### src/rtl/d_e_pipe_reg.sv
// d_e_pipe_reg: Decode-to-Execute pipeline register with bubble/flush and W-stage operand refresh
//
// Ports:
//   clk, reset          rising-edge clock, synchronous active-high reset
//   stall               load a bubble into E (PC_E/bd_E keep the D values)
//   req                 exception/interrupt flush, E becomes a handler bubble
//   *_D                 Decode-stage values to latch
//   w_we/w_addr/w_data  W-stage GRF write port, used to refresh operands
//   *_E                 registered Execute-stage copies (tnew_E pre-decremented)
module d_e_pipe_reg #(
    parameter logic [31:0] PC_RESET   = 32'h0000_3000,
    parameter logic [31:0] PC_HANDLER = 32'h0000_4180,
    parameter int          TNEW_W     = 2
) (
    input  logic              clk,
    input  logic              reset,
    input  logic              stall,
    input  logic              req,
    input  logic [31:0]       instr_D,
    input  logic [31:0]       PC_D,
    input  logic [31:0]       rs_data_D,
    input  logic [31:0]       rt_data_D,
    input  logic [31:0]       imm_D,
    input  logic [4:0]        rs_D,
    input  logic [4:0]        rt_D,
    input  logic [4:0]        a3_D,
    input  logic [TNEW_W-1:0] tnew_D,
    input  logic              bd_D,
    input  logic [4:0]        exc_D,
    input  logic              w_we,
    input  logic [4:0]        w_addr,
    input  logic [31:0]       w_data,
    output logic [31:0]       instr_E,
    output logic [31:0]       PC_E,
    output logic [31:0]       rs_data_E,
    output logic [31:0]       rt_data_E,
    output logic [31:0]       imm_E,
    output logic [4:0]        rs_E,
    output logic [4:0]        rt_E,
    output logic [4:0]        a3_E,
    output logic [TNEW_W-1:0] tnew_E,
    output logic              bd_E,
    output logic [4:0]        exc_E
);

    logic              w_valid;
    logic              fwd_rs;
    logic              fwd_rt;
    logic [31:0]       rs_data_in;
    logic [31:0]       rt_data_in;
    logic [TNEW_W-1:0] tnew_dec;

    // A W write in the same cycle as the GRF read would be missed by the read port;
    // $0 is never refreshed.
    always_comb begin
        w_valid    = w_we && (w_addr != 5'd0);
        fwd_rs     = w_valid && (w_addr == rs_D);
        fwd_rt     = w_valid && (w_addr == rt_D);
        rs_data_in = fwd_rs ? w_data : rs_data_D;
        rt_data_in = fwd_rt ? w_data : rt_data_D;
        tnew_dec   = (tnew_D == '0) ? '0 : tnew_D - TNEW_W'(1);
    end

    always_ff @(posedge clk) begin
        if (reset || req) begin
            instr_E   <= '0;
            PC_E      <= reset ? PC_RESET : PC_HANDLER;
            rs_data_E <= '0;
            rt_data_E <= '0;
            imm_E     <= '0;
            rs_E      <= '0;
            rt_E      <= '0;
            a3_E      <= '0;
            tnew_E    <= '0;
            bd_E      <= 1'b0;
            exc_E     <= '0;
        end else if (stall) begin
            // Bubble keeps PC/BD so EPC stays correct if an interrupt lands here.
            instr_E   <= '0;
            PC_E      <= PC_D;
            rs_data_E <= '0;
            rt_data_E <= '0;
            imm_E     <= '0;
            rs_E      <= '0;
            rt_E      <= '0;
            a3_E      <= '0;
            tnew_E    <= '0;
            bd_E      <= bd_D;
            exc_E     <= '0;
        end else begin
            instr_E   <= instr_D;
            PC_E      <= PC_D;
            rs_data_E <= rs_data_in;
            rt_data_E <= rt_data_in;
            imm_E     <= imm_D;
            rs_E      <= rs_D;
            rt_E      <= rt_D;
            a3_E      <= a3_D;
            tnew_E    <= tnew_dec;
            bd_E      <= bd_D;
            exc_E     <= exc_D;
        end
    end

endmodule

### config.mk
export PLATFORM = sky130hd
export DESIGN_NAME = d_e_pipe_reg
export DESIGN_NICKNAME = d
export VERILOG_FILES = /design/src/rtl/d_e_pipe_reg.sv
export SDC_FILE = /design/constraint.sdc
export NUM_CORES = 1
export LEC_CHECK = 0
export ABC_AREA = 0
export ABC_CLOCK_PERIOD_IN_PS = 1370
export BUFFER_PORTS_ARGS = -buffer_cell sky130_fd_sc_hd__buf_2
export CELL_PAD_IN_SITES_DETAIL_PLACEMENT = 1
export CELL_PAD_IN_SITES_GLOBAL_PLACEMENT = 2
export CORE_MARGIN = 8
export CORE_UTILIZATION = 20
export CTS_BUF_LIST = sky130_fd_sc_hd__clkbuf_16
export CTS_CLUSTER_SIZE = 14
export DETAILED_ROUTE_END_ITERATION = 8
export HOLD_SLACK_MARGIN = 0.1
export PLACE_DENSITY_LB_ADDON = 0.1
export SETUP_SLACK_MARGIN = 0.3
export SYNTH_ARGS = -nofsm -noshare
export SYNTH_HDL_FRONTEND = slang
export SYNTH_SLANG_ARGS = --single-unit
### constraint.sdc
create_clock -name clk -period 1.37 [get_ports clk]
set_input_delay 0 -clock clk [delete_from_list [all_inputs] [get_ports clk]]
set_output_delay 0 -clock clk [all_outputs]
set_load 0.03 [all_outputs]
==> flow_metrics.py, run 1 <==
metrics = {
    "finish": {
        "drive_gt1_share_pct": 40.7,
        "final_cells": 1573,
        "final_common_cell": "buf_2",
        "area_growth_pct": 100,
        "final_nets": 1400,
        "final_cell_mix": "buf_2, dlygate4sd3_1, dfxtp_1",
        "final.fill_count": 3277,
    },
    "timing": {
        "finalHoldViolations": 0,
        "rsz0062_at_grt": "yes",
        "maxSlewHeadroom_pct": 80.8,
        "period_share_pct": 81.9,
        "tightestPinTransition_ps": 287,
        "max_freq_ghz": 0.891,
        "tns_ps": 0,
        "fin_crit_ps": 1120,
        "finalSetupViolations": 0,
        "hold_slack_ps": 91.9,
        "drv_slew": 0,
    },
    "worst_setup_path": {
        "start_kind": "input port",
        "worstPathRequired_ps": 1710,
        "end_kind": "flop",
        "crit_type": "input port to flop",
        "path_max_fanout": 8,
        "crit_arrival_ps": 1470,
    },
    "clock_tree": {
        "clock_path_buffers": 2,
        "cts_num_sinks": 183,
        "tritoncts.num_buffers": 17,
        "tritoncts": "built",
        "clk_pin_slew_ps": 80,
        "cts_root_buf": "clkbuf_16",
        "htreeDepth": 4,
    },
    "worst_hold_path": {
        "hold_path_class": "input port to flop",
        "hold_depth": 5,
        "min_from": "stall",
        "hold_end": "rs_data_E[24]",
    },
    "yosys": {
        "synth_edf_count": 0,
        "ys_ff_latch": 183,
        "yosysWarnings": 0,
        "synth_nets": 744,
        "ys.flop_type": "dfxtp_1",
        "postSynthAreaPerCell_um2": 11.2,
        "ys_async_sr_fraction_pct": 0,
        "synth_area_mm2": 0.00578,
        "synth.distinct_cells": 22,
        "synthCells": 518,
        "seq_area_frac_synth_pct": 63.3,
    },
    "power": {
        "peakVddDrop_mv": 0.785,
        "power_density_mw_per_mm2": 1090,
        "leakage_nw": 5.76,
    },
    "grt": {
        "overflow": 0,
        "grt_pass1_wl_um": 38800,
        "antenna_found_initial": 2,
        "grtUsageTotal_pct": 14.7,
        "grt_max_degree": 67,
        "grt_pass1_vias": 6872,
    },
    "place": {
        "globalplace.congestion": 0.683,
        "port_buffers": 407,
        "placed_cells": 1303,
        "hpwlAfterDp_um": 19100,
    },
    "outcome": {
        "status": "finished clean",
    },
    "floorplan": {
        "die_w_um": 186,
        "design.core.area_mm2": 0.0286,
        "die_y_um": 186,
        "io_pins": 408,
        "row_count": 62,
        "die-area_mm2": 0.0346,
        "start_util_pct": 20.2,
    },
    "route": {
        "drtPass1Iterations": 4,
        "via_per_inst": 3.79,
        "drtIter0Drc": 108,
        "dr_total_vias": 5962,
        "routedWlPerCell_um": 17.4,
        "wl_um": 27300,
        "drc": 0,
        "drtAntennaViolNets": 0,
    },
    "job": {
        "cap_violations": 0,
    },
}
[how the worst max path moves through the flow]
stage,start,to,cells after the start
floorplan,w_addr[1],rt_data_E[10],6
global placement,w_addr[4],rt_data_E[7],6
detailed placement,w_addr[1],rt_data_E[4],6
CTS,w_addr[1],rt_data_E[15],6
global route,w_addr[4],rt_data_E[28],6
finish,w_addr[4],rt_data_E[28],6
[per-layer routing]
layer,up-vias,global-route usage [%],routed length (um)
met1,2764,14.8,10100
li1,2944,-,-
met5,-,0,18
met3,27,5.86,2560
met2,223,27.3,14100
met4,4,4.80,518
[power breakdown]
part	total [W]	internal (W)	switching, W	leakage, nW
registers	0.00551	0.00548	0.0000362	1.49
logic	0.00181	0.000959	0.000848	3.97
clock network	0.00526	0.00268	0.00258	0.302
total	0.0126	0.00911	0.00346	5.76
[final cells by class]
| type | instances | area [um2] | area share, % |
|---|---|---|---|
| Sequential cell | 183 | 3660 | 31.6 |
| Multi-Input combinational cell | 302 | 1980 | 17.1 |
| Timing Repair Buffer | 667 | 4820 | 41.6 |
| Clock inverter | 15 | 201 | 1.74 |
| Inverter | 3 | 11.3 | 0.0972 |
| Clock buffer | 17 | 425 | 3.67 |
| Antenna cell | 2 | 5.00 | 0.0432 |
| Tap cell | 384 | 480 | 4.15 |
[worst max-delay path, stage by stage]
cell,delay [ps]
buf_8,100
or4_4,540
o21ai_4,140
or4_4,300
buf_12,180
mux2i_1,190
[timing repair]
item                                    CTS  global route
pin swaps                                 1             7
hold buffers                            227             0
endpoints found under the hold margin   183             0
endpoints found under the setup margin    1            58
gates resized for setup                   1            15
cloned                                    0             7
buffers inserted                          0             2
[flip-flops by register name (all words and copies together), names as in the netlist]
register / cells
a3_E: 5
imm_E: 32
instr_E: 32
tnew_E: 2
rt_E: 5
rs_E: 5
rt_data_E: 32
exc_E: 5
rs_data_E: 32
bd_E: 1
PC_E: 32
[through the flow]
stage	total power, W	cell area (um2)	setup WS (ps)	util [%]
after floorplan	0.00625	5820	25.7	-
after global placement	0.00688	8440	-146	29.5
after detailed placement	0.00688	8440	-171	29.5
after CTS	0.0128	11300	289	39.6
after global routing	0.0132	11600	216	40.5
final	0.0126	11600	248	40.5
[cell families (layout without fill, tap and decap cells)]
group	count (synthesis)	count (layout)	synth area share (%)
mux	64	64	11.1
fa+ha+maj	1	1	0.216
buf+inv	33	702	3.22
flops	183	183	63.3
simple gates	224	224	20.2
xor+xnor	10	10	1.51
other cells	0	2	0
compound gates	3	3	0.411
[cells in the mapped netlist, drive strengths merged (3+ instances only)]
cell type | n | area, um2
nor2 | 7 | 26.3
xor2 | 4 | 35.0
nor3 | 3 | 26.3
dfxtp | 183 | 3660
inv | 3 | 11.3
and2 | 112 | 701
nand2 | 96 | 360
buf | 9 | 96.3
mux2i | 64 | 641
clkbuf | 21 | 78.8
xnor2 | 6 | 52.6
Note: power is estimated with default switching activity, not from simulation.
==> run 2, diff against run 1 <==
Settings changed: ABC_AREA 0 to 1, ABC_CLOCK_PERIOD_IN_PS 1370 to 910, CORE_UTILIZATION 20 to 19.
Clock period 1.37 ns to 0.91 ns, I/O delays scaled along.
==> run 2 against run 1 <==
The run now ends with negative hold slack, negative setup slack left. Count of clock-buffer cells in the layout is the same. Area after synthesis grew 9.6%. Global-route usage grew 2.5 points. Setup slack lost 270 ps. Cell area grew 30%. Clock power grew 53%. Synthesized cell count grew 58%. Critical path type is now flop to output port. Critical endpoint is now rs_data_E[26]. Highest routed layer unchanged.
==> flow_metrics.py, run 2 <==
metrics = {
    "outcome": {
        "status": "finished with violations",
        "violations": "negative hold slack, negative setup slack",
    },
    "clock_tree": {
        "htreeDepth": 4,
        "cts_num_sinks": 183,
        "clock_path_buffers": 2,
        "cts_root_buf": "clkbuf_16",
        "tritoncts.num_buffers": 17,
        "clk_pin_slew_ps": 70,
        "tritoncts": "built",
    },
    "yosys": {
        "ys.flop_type": "dfxtp_1",
        "synth.most_common_cell": "nor2_1",
        "synth_top_cell_area_share_pct": 57.8,
        "synth_area_mm2": 0.00634,
        "yosysWarnings": 0,
        "ys_async_sr_fraction_pct": 0,
        "synth_edf_count": 0,
        "ys_ff_latch": 183,
        "seq_area_frac_synth_pct": 57.8,
        "synth_common_cells": "nor2_1, dfxtp_1, inv_1, nand2_1, nand3_1",
        "yosys-top-cells-area": "dfxtp_1, nor2_1, inv_1, nand2_1, nand4_1",
        "synthCells": 816,
        "postSynthAreaPerCell_um2": 7.77,
        "synth_nets": 1042,
        "synth.distinct_cells": 19,
        "yosys.area.top_type": "dfxtp_1",
    },
    "route": {
        "drtAntennaViolNets": 0,
        "wl_um": 33900,
        "top_layer": "met5",
        "routedWlPerCell_um": 17.4,
        "dr_total_vias": 7527,
        "dr_wl_met2_um": 17600,
        "drc": 0,
        "via_per_inst": 3.86,
        "met1_length_um": 12900,
        "drtPass1Iterations": 4,
        "wl_met3_um": 2750,
        "drtIter0Drc": 202,
    },
    "grt": {
        "antenna_found_initial": 4,
        "grtUsageTotal_pct": 17.3,
        "grt_pass1_vias": 8631,
        "overflow": 0,
        "grt_pass1_wl_um": 51200,
        "grt_max_degree": 52,
    },
    "power": {
        "power_density_mw_per_mm2": 1380,
        "leakage_nw": 7.18,
        "sw_frac_of_total_pct": 26.9,
        "p_int_w": 0.0152,
        "seqPwrFrac_pct": 40.4,
        "peakVddDrop_mv": 1.28,
        "p_sw_w": 0.00561,
        "p_clk_share_pct": 38.7,
        "combPwrFrac_pct": 20.9,
    },
    "finish": {
        "final_cell_mix": "buf_6, buf_2, dlygate4sd3_1",
        "final_nets": 1715,
        "area_growth_pct": 138,
        "utilization_pct": 45.5,
        "drive_gt1_share_pct": 57.6,
        "final_cells": 1951,
        "final.fill_count": 3795,
    },
    "worst_setup_path": {
        "path_max_fanout": 1,
        "crit_chain": "buf_6",
        "start_kind": "flop",
        "worstPathRequired_ps": 910,
        "crit_type": "flop to output port",
        "end_kind": "output port",
        "cp_slowest_stage_delay_ps": 360,
        "crit_arrival_ps": 930,
        "slowest_stage": "dfxtp_2",
        "worst-path-buf-inv": 1,
        "cpLargestDelayFamily": "flip-flops",
    },
    "timing": {
        "maxSlewHeadroom_pct": 78.7,
        "drv_slew": 0,
        "tightestPinTransition_ps": 319,
        "hold_slack_ps": -94.1,
        "period_share_pct": 102,
        "fin_crit_ps": 929,
        "finalSetupViolations": 5,
        "rsz0062_at_grt": "yes",
        "finalHoldViolations": 9,
        "max_freq_ghz": 1.08,
        "timing.final.ws_setup_ps": -19.1,
        "tns_ps": -29.0,
    },
    "floorplan": {
        "io_pins": 408,
        "die-area_mm2": 0.0395,
        "row_count": 67,
        "design.core.area_mm2": 0.0332,
        "die_y_um": 199,
        "start_util_pct": 19.1,
        "die_w_um": 199,
    },
    "place": {
        "hpwlAfterDp_um": 23000,
        "port_buffers": 407,
        "globalplace.congestion": 0.710,
        "placed_cells": 1661,
    },
    "job": {
        "cap_violations": 0,
    },
    "worst_hold_path": {
        "hold_path_class": "input port to flop",
    },
}
[run 2: power by group through the flow]
| stage | Clock [W] | Sequential (W) | Combinational [W] |
|---|---|---|---|
| 6_report | 0.00807 | 0.00841 | 0.00434 |
| 5_1_grt | 0.00866 | 0.00844 | 0.00466 |
| 4_1_cts | 0.00843 | 0.00841 | 0.00422 |
| 3_5_place_dp | 0 | 0.00849 | 0.00254 |
| 3_3_place_gp | 0 | 0.00849 | 0.00253 |
| 2_1_floorplan | 0 | 0.00900 | 0.000879 |
[run 2: what timing repair did]
item / CTS / global route
pin swaps: 60 / 53
resized for setup: 719 / 89
hold buffers: 211 / 1
cloned: 17 / 0
setup endpoints to repair: 247 / 255
endpoints found under the hold margin: 183 / 45
setup buffers: 28 / 1
[run 2: per-stage QoR]
| step | instance area [um2] | worst slack [ps] | total power, W | hold slack (ps) |
|---|---|---|---|---|
| floorplan | 6710 | 88.4 | 0.00988 | 72.4 |
| global placement | 9330 | -368 | 0.0110 | 189 |
| detailed placement | 9330 | -376 | 0.0110 | 187 |
| CTS | 14700 | -51.5 | 0.0211 | -142 |
| global route | 15100 | -52.9 | 0.0218 | -101 |
| finish | 15100 | -19.1 | 0.0208 | -94.1 |
[run 2: cells by family (layout without fill, tap and decap cells)]
| logic type | after synthesis | after routing | share of synthesized area (%) |
|---|---|---|---|
| buf+inv | 196 | 881 | 13.0 |
| other cells | 0 | 2 | 0 |
| flops | 183 | 183 | 57.8 |
| fa+ha+maj | 1 | 1 | 0.197 |
| xor+xnor | 3 | 3 | 0.415 |
| simple gates | 433 | 433 | 28.6 |
[run 2: area by class of cell]
type | count | area [um2] | area share [%]
diodes | 2 | 5.00 | 0.0331
clock buffers | 17 | 425 | 2.82
clock inverters | 14 | 195 | 1.29
flip-flops and latches | 183 | 3890 | 25.8
multi-input cells | 437 | 2720 | 18.0
repair buffers | 694 | 6640 | 43.9
well taps | 448 | 561 | 3.71
inverters | 156 | 677 | 4.48
[run 2: worst paths after layout]
path | depth (start not counted) | start | end
max | 1 | rs_data_E[26] | rs_data_E[26]
min | 4 | tnew_D[1] | tnew_E[1]
[run 2: routing by layer]
layer / vias up / global-route usage [%]
met3: 30 / 6.43
met4: 4 / 5.74
met5: - / 0
li1: 3745 / -
met1: 3515 / 18.7
met2: 233 / 30.6
==> run 3, diff against run 2 <==
Settings changed: SKIP_LAST_GASP from default to 1.
==> run 3 against run 2 <==
Cell area decreased by 0.55%. Sequential power about the same. Via count increased by 0.16%. Total power decreased by 0.20%. The run still ends with negative hold slack, negative setup slack left. Final cell count unchanged. Global-route usage unchanged. Largest power group unchanged. Worst hold slack about the same. Wire length decreased by 0.11%. Flip-flop and latch count unchanged. Critical endpoint unchanged. Largest cell class unchanged. Critical path depth unchanged. Sequential share of layout area increased by 0.14 points. Maximum frequency increased by 1.3%.
==> flow_metrics.py, run 3 (same netlist as run 2, synthesis figures left out) <==
metrics = {
    "timing": {
        "hold_slack_ps": -94.3,
        "timing.final.ws_setup_ps": -7.02,
        "maxSlewHeadroom_pct": 78.7,
        "finalSetupViolations": 3,
        "finalHoldViolations": 9,
        "rsz0062_at_grt": "yes",
        "drv_slew": 0,
        "period_share_pct": 101,
        "fin_crit_ps": 917,
        "max_freq_ghz": 1.09,
        "tightestPinTransition_ps": 319,
    },
    "floorplan": {
        "io_pins": 408,
        "design.core.area_mm2": 0.0332,
        "start_util_pct": 19.1,
        "die_w_um": 199,
        "die-area_mm2": 0.0395,
        "die_y_um": 199,
        "row_count": 67,
    },
    "finish": {
        "final_nets": 1715,
        "regArea_mm2": 0.00389,
        "final.fill_count": 3800,
        "final_common_cell": "buf_2",
        "final_area_mm2": 0.0150,
        "drive_gt1_share_pct": 57.2,
        "multi_input_area_mm2": 0.00264,
        "area_growth_pct": 137,
        "final_cell_mix": "buf_2, buf_6, dlygate4sd3_1",
    },
    "worst_setup_path": {
        "end_kind": "output port",
        "worstPathRequired_ps": 910,
        "slowest_stage": "dfxtp_2",
        "crit_chain": "buf_6",
        "crit_arrival_ps": 920,
        "cp_slowest_stage_delay_ps": 350,
        "cpLargestDelayFamily": "flip-flops",
        "crit_type": "flop to output port",
        "path_max_fanout": 1,
        "start_kind": "flop",
        "worst-path-buf-inv": 1,
        "cp_num_cells": 1,
    },
    "grt": {
        "grtUsageTotal_pct": 17.3,
        "grt_pass1_vias": 8631,
        "grt.busiest_layer": "met2",
        "grtUsageMet3_pct": 6.43,
        "grt_max_degree": 52,
        "grt_pass1_wl_um": 51200,
        "grtUsageMet1_pct": 18.7,
        "antenna_found_initial": 4,
        "overflow": 0,
        "use_met2_pct": 30.6,
    },
    "clock_tree": {
        "tritoncts": "built",
        "cts_root_buf": "clkbuf_16",
        "tritoncts.num_buffers": 17,
        "clk_pin_slew_ps": 70,
        "cts_num_sinks": 183,
        "clock_path_buffers": 2,
        "htreeDepth": 4,
    },
    "job": {
        "cap_violations": 0,
    },
    "power": {
        "p_sw_w": 0.00558,
        "combPwrFrac_pct": 20.7,
        "p_clk_share_pct": 38.8,
        "seqPwrFrac_pct": 40.5,
        "sw_frac_of_total_pct": 26.9,
        "peakVddDrop_mv": 1.27,
        "power_density_mw_per_mm2": 1380,
        "p_int_w": 0.0152,
        "power_w": 0.0208,
        "leakage_nw": 7.15,
    },
    "route": {
        "via_per_inst": 3.86,
        "drc": 0,
        "drtIter0Drc": 209,
        "drtAntennaViolNets": 0,
        "drtPass1Iterations": 4,
        "dr_total_vias": 7539,
        "wl_um": 33900,
        "routedWlPerCell_um": 17.4,
    },
    "worst_hold_path": {
        "hold_end": "tnew_E[1]",
        "hold_path_class": "input port to flop",
        "min_from": "tnew_D[1]",
        "hold_depth": 4,
    },
    "place": {
        "post_dp_cell_area_mm2": 0.00933,
        "port_buffers": 407,
        "globalplace.congestion": 0.710,
        "hpwlAfterDp_um": 23000,
    },
    "outcome": {
        "violations": "negative hold slack, negative setup slack",
        "status": "finished with violations",
    },
}
[run 3: metrics by stage]
stage               cells  utilization (%)  TNS (ps)  setup WS, ps  hold slack (ps)
floorplan             816                -         0          88.4             72.4
global placement     1661             28.1    -19680          -368              189
detailed placement   1661             28.1    -20170          -376              187
CTS                  1948             44.4     -4080         -51.5             -142
global route         1951             45.3     -5240         -52.9             -101
finish               1951             45.3     -8.11         -7.02            -94.3
[run 3: worst max-delay path by stage]
| stage | startpoint | to |
|---|---|---|
| after detailed placement | w_addr[0] | rs_data_E[30] |
| final | rs_data_E[26] | rs_data_E[26] |
| after CTS | rs_data_E[26] | rs_data_E[26] |
| after floorplan | w_addr[3] | rs_data_E[5] |
| after global routing | rs_data_E[26] | rs_data_E[26] |
| after global placement | w_addr[0] | rt_data_E[29] |
[run 3: power by group through the flow]
stage               Sequential, W  Clock, W  Combinational [W]
floorplan                 0.00900         0           0.000879
global placement          0.00849         0            0.00253
detailed placement        0.00849         0            0.00254
CTS                       0.00841   0.00843            0.00422
global route              0.00844   0.00866            0.00463
finish                    0.00841   0.00806            0.00431
[run 3: area by class of cell]
type                    instances  area share [%]
diodes                          2          0.0333
repair buffers                694            44.1
flip-flops and latches        183            25.9
inverters                     156            4.51
well taps                     448            3.73
clock buffers                  17            2.83
clock inverters                14            1.30
multi-input cells             437            17.6
[run 3: layer usage]
layer	routed length, um	up-vias
met4	580	4
met1	13000	3525
met2	17600	240
met5	25	-
met3	2740	30
li1	-	3740
[run 3: repair_timing]
item                                    in CTS  in global routing
pin swaps                                   60                 43
hold endpoints to repair                   183                 47
hold buffers                               211                  1
buffers inserted                            28                  1
endpoints found under the setup margin     247                255
gates resized for setup                    719                 70
cloned                                      17                  0
